## src/rtl/ctl_target_motion.sv

```systemverilog
// Motion controller for a single on-screen target per round: spawns on the
// floor line, flies diagonally inside a reflecting box, and handles hit
// (freeze, then fall) and timeout (fly off the top) before reporting the result.
//
// state     | meaning
// ----------+---------------------------------------------------------
// IDLE      | waiting for start, sprite hidden
// FLY       | free flight with reflection, counting frames to timeout
// HIT_PAUSE | target frozen after a hit for HIT_FRAMES frames
// FALL      | target drops by FALL_SPD per frame until the floor
// ESCAPE    | target rises through the top edge, hits are still accepted
// DONE      | one-cycle result pulse, then back to IDLE
module ctl_target_motion #(
  parameter int POS_W      = 11,
  parameter int SPD_W      = 5,
  parameter int X_MIN      = 0,
  parameter int X_MAX      = 1024,
  parameter int Y_TOP      = 0,
  parameter int Y_FLOOR    = 600,
  parameter int DEF_V_SPD  = 15,
  parameter int FALL_SPD   = 8,
  parameter int FLY_FRAMES = 300,
  parameter int HIT_FRAMES = 30
) (
  input  logic             clk,
  input  logic             rst,
  input  logic             new_frame,
  input  logic             start,
  input  logic [POS_W-1:0] start_x,
  input  logic             start_dir,
  input  logic [SPD_W-1:0] h_spd,
  input  logic [SPD_W-1:0] v_spd,
  input  logic             shot_hit,
  output logic [POS_W-1:0] target_x,
  output logic [POS_W-1:0] target_y,
  output logic             target_show,
  output logic             target_hit,
  output logic             target_right,
  output logic             busy,
  output logic             result_valid,
  output logic             result_hit
);

  localparam int CNT_MAX = (FLY_FRAMES > HIT_FRAMES) ? FLY_FRAMES : HIT_FRAMES;
  localparam int CNT_W   = $clog2(CNT_MAX + 1);

  localparam logic [2:0] S_IDLE      = 3'd0;
  localparam logic [2:0] S_FLY       = 3'd1;
  localparam logic [2:0] S_HIT_PAUSE = 3'd2;
  localparam logic [2:0] S_FALL      = 3'd3;
  localparam logic [2:0] S_ESCAPE    = 3'd4;
  localparam logic [2:0] S_DONE      = 3'd5;

  // Signed, one bit wider than a position, so steps past a bound never wrap.
  localparam logic signed [POS_W:0] XMIN_S   = (POS_W+1)'(X_MIN);
  localparam logic signed [POS_W:0] XMAX_S   = (POS_W+1)'(X_MAX);
  localparam logic signed [POS_W:0] YTOP_S   = (POS_W+1)'(Y_TOP);
  localparam logic signed [POS_W:0] YFLOOR_S = (POS_W+1)'(Y_FLOOR);
  localparam logic signed [POS_W:0] FALL_S   = (POS_W+1)'(FALL_SPD);

  localparam logic [CNT_W-1:0] FLY_LAST = CNT_W'(FLY_FRAMES - 1);
  localparam logic [CNT_W-1:0] HIT_LAST = CNT_W'(HIT_FRAMES - 1);

  logic [2:0]       state;
  logic [CNT_W-1:0] cnt;
  logic [SPD_W-1:0] h_lat;
  logic [SPD_W-1:0] v_lat;
  logic             going_up;

  logic signed [POS_W:0] x_s, y_s, h_s, v_s, sx_s;
  logic signed [POS_W:0] x_step, y_step, y_fall;
  logic [POS_W-1:0]      fly_x, fly_y, spawn_x;
  logic                  fly_right, fly_up;

  // Next flight position with clamp-and-reflect on the playfield box.
  always_comb begin
    x_s    = $signed({1'b0, target_x});
    y_s    = $signed({1'b0, target_y});
    h_s    = $signed({{(POS_W+1-SPD_W){1'b0}}, h_lat});
    v_s    = $signed({{(POS_W+1-SPD_W){1'b0}}, v_lat});
    sx_s   = $signed({1'b0, start_x});
    x_step = target_right ? (x_s + h_s) : (x_s - h_s);
    y_step = going_up ? (y_s - v_s) : (y_s + v_s);
    y_fall = y_s + FALL_S;

    fly_x     = x_step[POS_W-1:0];
    fly_right = target_right;
    if (x_step < XMIN_S) begin
      fly_x     = XMIN_S[POS_W-1:0];
      fly_right = ~target_right;
    end else if (x_step > XMAX_S) begin
      fly_x     = XMAX_S[POS_W-1:0];
      fly_right = ~target_right;
    end

    fly_y  = y_step[POS_W-1:0];
    fly_up = going_up;
    if (y_step < YTOP_S) begin
      fly_y  = YTOP_S[POS_W-1:0];
      fly_up = ~going_up;
    end else if (y_step > YFLOOR_S) begin
      fly_y  = YFLOOR_S[POS_W-1:0];
      fly_up = ~going_up;
    end

    spawn_x = start_x;
    if (sx_s < XMIN_S)
      spawn_x = XMIN_S[POS_W-1:0];
    else if (sx_s > XMAX_S)
      spawn_x = XMAX_S[POS_W-1:0];
  end

  // Round sequencing, motion registers and registered outputs.
  always_ff @(posedge clk) begin
    if (rst) begin
      state        <= S_IDLE;
      cnt          <= '0;
      h_lat        <= '0;
      v_lat        <= '0;
      going_up     <= 1'b0;
      target_x     <= '0;
      target_y     <= '0;
      target_show  <= 1'b0;
      target_hit   <= 1'b0;
      target_right <= 1'b0;
      busy         <= 1'b0;
      result_valid <= 1'b0;
      result_hit   <= 1'b0;
    end else begin
      result_valid <= 1'b0;
      case (state)
        S_IDLE: begin
          if (start) begin
            state        <= S_FLY;
            cnt          <= '0;
            h_lat        <= h_spd;
            v_lat        <= (v_spd == '0) ? SPD_W'(DEF_V_SPD) : v_spd;
            going_up     <= 1'b1;
            target_x     <= spawn_x;
            target_y     <= YFLOOR_S[POS_W-1:0];
            target_right <= start_dir;
            target_show  <= 1'b1;
            target_hit   <= 1'b0;
            busy         <= 1'b1;
            result_hit   <= 1'b0;
          end
        end
        S_FLY: begin
          if (shot_hit) begin
            state      <= S_HIT_PAUSE;
            target_hit <= 1'b1;
            cnt        <= '0;
          end else if (new_frame) begin
            target_x     <= fly_x;
            target_y     <= fly_y;
            target_right <= fly_right;
            going_up     <= fly_up;
            cnt          <= cnt + CNT_W'(1);
            if (cnt == FLY_LAST)
              state <= S_ESCAPE;
          end
        end
        S_ESCAPE: begin
          if (shot_hit) begin
            state      <= S_HIT_PAUSE;
            target_hit <= 1'b1;
            cnt        <= '0;
          end else if (new_frame) begin
            if (target_y < POS_W'(v_lat)) begin
              target_y     <= '0;
              state        <= S_DONE;
              result_valid <= 1'b1;
              result_hit   <= 1'b0;
              target_show  <= 1'b0;
              busy         <= 1'b0;
            end else begin
              target_y <= target_y - POS_W'(v_lat);
            end
          end
        end
        S_HIT_PAUSE: begin
          if (new_frame) begin
            if (cnt == HIT_LAST) begin
              state <= S_FALL;
              cnt   <= '0;
            end else begin
              cnt <= cnt + CNT_W'(1);
            end
          end
        end
        S_FALL: begin
          if (new_frame) begin
            if (y_fall >= YFLOOR_S) begin
              target_y     <= YFLOOR_S[POS_W-1:0];
              state        <= S_DONE;
              result_valid <= 1'b1;
              result_hit   <= 1'b1;
              target_show  <= 1'b0;
              busy         <= 1'b0;
            end else begin
              target_y <= y_fall[POS_W-1:0];
            end
          end
        end
        S_DONE: state <= S_IDLE;
        default: state <= S_IDLE;
      endcase
    end
  end

endmodule

```

## config.mk

```make
export PLATFORM = sky130hd
export DESIGN_NAME = ctl_target_motion
export DESIGN_NICKNAME = d
export VERILOG_FILES = /design/src/rtl/ctl_target_motion.sv
export SDC_FILE = /design/constraint.sdc
export NUM_CORES = 1
export LEC_CHECK = 0
export ABC_CLOCK_PERIOD_IN_PS = 3600
export BUFFER_PORTS_ARGS = -buffer_cell sky130_fd_sc_hd__buf_2
export CELL_PAD_IN_SITES_DETAIL_PLACEMENT = 0
export CELL_PAD_IN_SITES_GLOBAL_PLACEMENT = 2
export CORE_MARGIN = 5
export CORE_UTILIZATION = 31
export CTS_CLUSTER_DIAMETER = 120
export DETAILED_ROUTE_END_ITERATION = 16
export MAX_ROUTING_LAYER = met4
export PLACE_DENSITY = 0.8
export RECOVER_POWER = 50
export SYNTH_ARGS = -nofsm -noshare
export SYNTH_HDL_FRONTEND = slang
export SYNTH_SLANG_ARGS = --single-unit
```

## constraint.sdc

```tcl
create_clock -name clk -period 3.6 [get_ports clk]
set_clock_uncertainty 0.05 [all_clocks]
set_input_delay 0.36 -clock clk [delete_from_list [all_inputs] [get_ports clk]]
set_output_delay 0.36 -clock clk [all_outputs]
set_load 0.01 [all_outputs]
```

==> qor.csv <==
metric,value,unit
highest ir drop seen on vdd,0.3182,mV
CTS sink cnt,50,
startpoint class of the critical path,register,
count of hold buffers inserted by post-cts repair,0,
clock edge transition at the registers on the reported setup and hold paths,0.07,ns
clock latency at the later pin of the worst-skew pair,0.30,ns
share of the synthesized area in compound gates (AO/OA/AOI/OAI),0.2895,
"Largest stage delay, worst path",0.56,ns
final hold slack,0.2585,ns
yosys warns,0,
share of async-settable or async-resettable flops after synthesis,0,
"Endpoint, Worst Hold",h_lat[2],
fin crit share,0.9687,
pins over their slew limit,0,
number of distinct library cells after synthesis,75,
final weighted congestion in routability-driven placement,0.8856,
worst slew pin tran,0.8821,ns
total instance count after detailed placement,843,
startpoint of the worst-slack reg-to-reg timing path,h_lat[0],
capture point of the worst reg-to-reg path,target_x[3],
Setup Slack @ Placement,-0.008046,ns
overall track demand over capacity in global routing,0.1626,
maximum clock frequency,286.8,MHz
max-cap violation count,0,
minimum setup slack among reg-to-reg paths,0.11,ns
Horiz. Die Dim,131.8,um
Final Worst Setup Slack,0.1128,ns
layout-stage area growth over the synthesis result,17.74,%
instance area after placement,5116,um2
Row Count,44,
global route total overflow,0,
DIE AREA,17370,um2
number of stages on the worst hold path,3,
leakage power summed over all cells,0.002128,uW
Post-Synthesis Cells,613,
share of cell area taken by muxes after synthesis,0.02286,
class of the most critical hold timing path,in2reg,
Synth top area share,0.2177,
fraction of layout cells with a size suffix above 1,0.1528,
final count of hold timing violations,0,
CTS tree,built,
number of vias per cell,5.547,
r2r worst-path depth,14,
share of the core filled with cells in the final layout,0.3725,
minimum clock period after layout,3.487,ns
initial antenna violation count,0,
routed metal-1 wirelength,6988,um
count of boundary I/O pins,55,
share of the synthesized netlist area taken by xor and xnor gates,0.04762,
remaining design rule violation count,0,
Final Cell Area,5414,um2
type of element capturing the critical path,register,
Clock H-tree levels,2,
outcome,"complete, no violations",
cell types occupying the most area after synthesis,"sky130_fd_sc_hd__dfxtp_1 22%, sky130_fd_sc_hd__ha_1 9.0%, sky130_fd_sc_hd__nor2_1 6.8%, sky130_fd_sc_hd__a21oi_1 5.2%, sky130_fd_sc_hd__nand2_1 4.2%",
vias in the first global route,4537,
maximum number of pins on one net before global-route repair,26,
remaining max-slew budget at the tightest pin,0.4120,
met2 routed WL,6822,um
"Top FF cell, synth",sky130_fd_sc_hd__dfxtp_1,
pwr dens,1001,nW/um2
final WL,14530,um
"Seq/Total Area, Yosys",0.2177,
worst-path cell with the longest stage delay,sky130_fd_sc_hd__or4_4,
worst setup path category,reg2reg,
number of enable-type register cells in the synthesized netlist,0,
final number of setup-violating endpoints,0,
port bufs,54,
top sig layer,met4,
count of non-filler cells in the finished layout,858,
count of antenna-violating nets left after detailed routing,0,
routed wire length per instance,16.94,um
mapped cell area,4598,um2
start point of the worst min-delay path,h_spd[2],
sum of net half-perimeters after detailed placement,11230,um
Pre-antenna DRT Iters,4,
Synth Register Bits,50,
Synth Area per Inst,7.501,um2
Synthesized Nets,676,
worst path cell trace,"inv_1, ha_1, and2_1, ha_1, mux2_2, ha_2, or4_4, o221a_4, a211oi_4, nor2_2, nor3_4, clkbuf_16, a221oi_1, nor3_1",
cts bufs inserted,5,
Chip Height,131.8,um
Via Count,4759,
simple logic cell fraction of the synthesized area,0.2710,
total met3 wirelength after detailed routing,524,um
library cell appearing most often on the critical path,sky130_fd_sc_hd__ha_1,
maximum count of clock buffers along a single path,2,
clock tree root buffer cell,sky130_fd_sc_hd__clkbuf_16,
Final Net Count,736,
area share of fa/ha/maj cells after synthesis,0.1029,
main combinational cell family by area after synthesis,compound AO/OA/AOI/OAI gates,
maximum fanout along the worst path,5,
required time reported for the critical path endpoint,3.77,ns
"area leader, netlist",sky130_fd_sc_hd__dfxtp_1,
starting density of the core,0.3164,
1st-iter DRT viols,309,
global-route wire length before repair,23450,um
arrival time at the worst endpoint,3.66,ns
Antenna Cells,0,
Worst setup startpoint,h_lat[0],
core area,14530,um2
-- cells in the mapped netlist, types with 5 or more instances --
| cell type | instances |
|---|---|
| sky130_fd_sc_hd__a211oi_1 | 19 |
| sky130_fd_sc_hd__a21o_1 | 8 |
| sky130_fd_sc_hd__a21oi_1 | 48 |
| sky130_fd_sc_hd__a221oi_1 | 9 |
| sky130_fd_sc_hd__a31oi_1 | 7 |
| sky130_fd_sc_hd__and2_1 | 6 |
| sky130_fd_sc_hd__and3_1 | 8 |
| sky130_fd_sc_hd__clkbuf_1 | 19 |
| sky130_fd_sc_hd__dfxtp_1 | 50 |
| sky130_fd_sc_hd__ha_1 | 33 |
| sky130_fd_sc_hd__inv_1 | 30 |
| sky130_fd_sc_hd__mux2i_1 | 6 |
| sky130_fd_sc_hd__nand2_1 | 52 |
| sky130_fd_sc_hd__nand2b_1 | 16 |
| sky130_fd_sc_hd__nand3_1 | 10 |
| sky130_fd_sc_hd__nand3b_1 | 5 |
| sky130_fd_sc_hd__nand4_1 | 5 |
| sky130_fd_sc_hd__nor2_1 | 83 |
| sky130_fd_sc_hd__nor2b_1 | 5 |
| sky130_fd_sc_hd__nor3_1 | 24 |
| sky130_fd_sc_hd__nor3b_1 | 7 |
| sky130_fd_sc_hd__o21a_1 | 6 |
| sky130_fd_sc_hd__o21ai_0 | 30 |
| sky130_fd_sc_hd__o22ai_1 | 5 |
| sky130_fd_sc_hd__or3_1 | 9 |
| sky130_fd_sc_hd__xnor2_1 | 10 |
| sky130_fd_sc_hd__xor2_1 | 15 |
-- report_power, final --
group / internal (uW) / switching [uW]
combinational: 1690 / 2340
sequential: 685 / 211
clock: 261 / 231
total: 2630 / 2790
-- layout make-up --
type / count / area [um2]
fill: 1568 / 9120
clock buffer: 5 / 125.1
multi-input combinational: 508 / 3488
clock inverter: 3 / 23.77
tap: 184 / 230.2
timing repair buffer: 78 / 429.2
inverter: 30 / 112.6
sequential: 50 / 1005
-- metrics by stage --
stage                     power, uW  setup TNS, ns
after global routing           5889        -0.1751
after floorplan                3585              0
after CTS                      5071              0
after detailed placement       4547      -0.008046
final                          5420              0
after global placement         4522              0
-- worst max-delay path: cells and delay by family, from the launching register on --
family / cells / cell delay, ns
adder cells (fa/ha/maj): 3 / 0.65
AO/OA/AOI/OAI: 3 / 0.59
multiplexers: 1 / 0.27
flip-flops: 1 / 0.33
buffers and inverters: 2 / 0.27
AND/OR/NAND/NOR: 5 / 1.27
-- cell usage in the layout (no fill, tap or decap), types with 5 or more instances in the layout --
cell,count
sky130_fd_sc_hd__and3_1,7
sky130_fd_sc_hd__nor2_1,81
sky130_fd_sc_hd__nand3_1,9
sky130_fd_sc_hd__xnor2_1,10
sky130_fd_sc_hd__or3_1,9
sky130_fd_sc_hd__xor2_1,13
sky130_fd_sc_hd__buf_2,31
sky130_fd_sc_hd__nor3_1,24
sky130_fd_sc_hd__clkbuf_1,29
sky130_fd_sc_hd__a211oi_1,16
sky130_fd_sc_hd__dfxtp_1,47
sky130_fd_sc_hd__a221oi_1,8
sky130_fd_sc_hd__a31oi_1,7
sky130_fd_sc_hd__a21o_1,8
sky130_fd_sc_hd__buf_4,16
sky130_fd_sc_hd__nand4_1,5
sky130_fd_sc_hd__o22ai_1,5
sky130_fd_sc_hd__nor3b_1,7
sky130_fd_sc_hd__o21ai_0,28
sky130_fd_sc_hd__o21a_1,6
sky130_fd_sc_hd__ha_1,32
sky130_fd_sc_hd__nand2_1,52
sky130_fd_sc_hd__inv_1,30
sky130_fd_sc_hd__nand2b_1,16
sky130_fd_sc_hd__and2_1,5
sky130_fd_sc_hd__mux2i_1,5
sky130_fd_sc_hd__clkbuf_16,6
sky130_fd_sc_hd__a21oi_1,46
sky130_fd_sc_hd__nor2b_1,5
sky130_fd_sc_hd__nand3b_1,5
-- timing repair --
| action | 4_1_cts | 5_1_grt |
|---|---|---|
| cloned | 0 | 1 |
| endpoints found under the hold margin | 0 | 0 |
| gates resized for setup | 2 | 25 |
| setup endpoints to repair | 2 | 19 |
| setup buffers | 0 | 6 |
| pin swaps | 1 | 8 |
-- cells by family after synthesis --
logic type | count (synthesis)
and+or+nand+nor | 250
xor gates and xnor gates | 25
adders and majority gates | 36
muxes | 10
buffers and inverters | 55
AOI/OAI and AO/OA | 187
DFF | 50
-- worst max path at each step --
stage | end | depth (start not counted)
3_3_place_gp | target_y[5] | 14
2_1_floorplan | target_x[1] | 13
6_report | target_x[3] | 14
4_1_cts | target_x[6] | 13
3_5_place_dp | target_y[5] | 14
5_1_grt | target_y[5] | 14
-- flip-flops by register name, summed over array words and instances, names as in the netlist, 3 cells and up --
| name | flops |
|---|---|
| state | 3 |
| cnt | 9 |
| target_x | 11 |
| target_y | 11 |
| h_lat | 5 |
| v_lat | 5 |
-- metal layers --
metal	GRT usage	vias up
met1	0.2128	2247
met3	0.02290	20
li1	-	2385
met2	0.2658	107
met4	0.03943	0
met5	-	-
No activity file was read; power rests on OpenSTA's default activity.
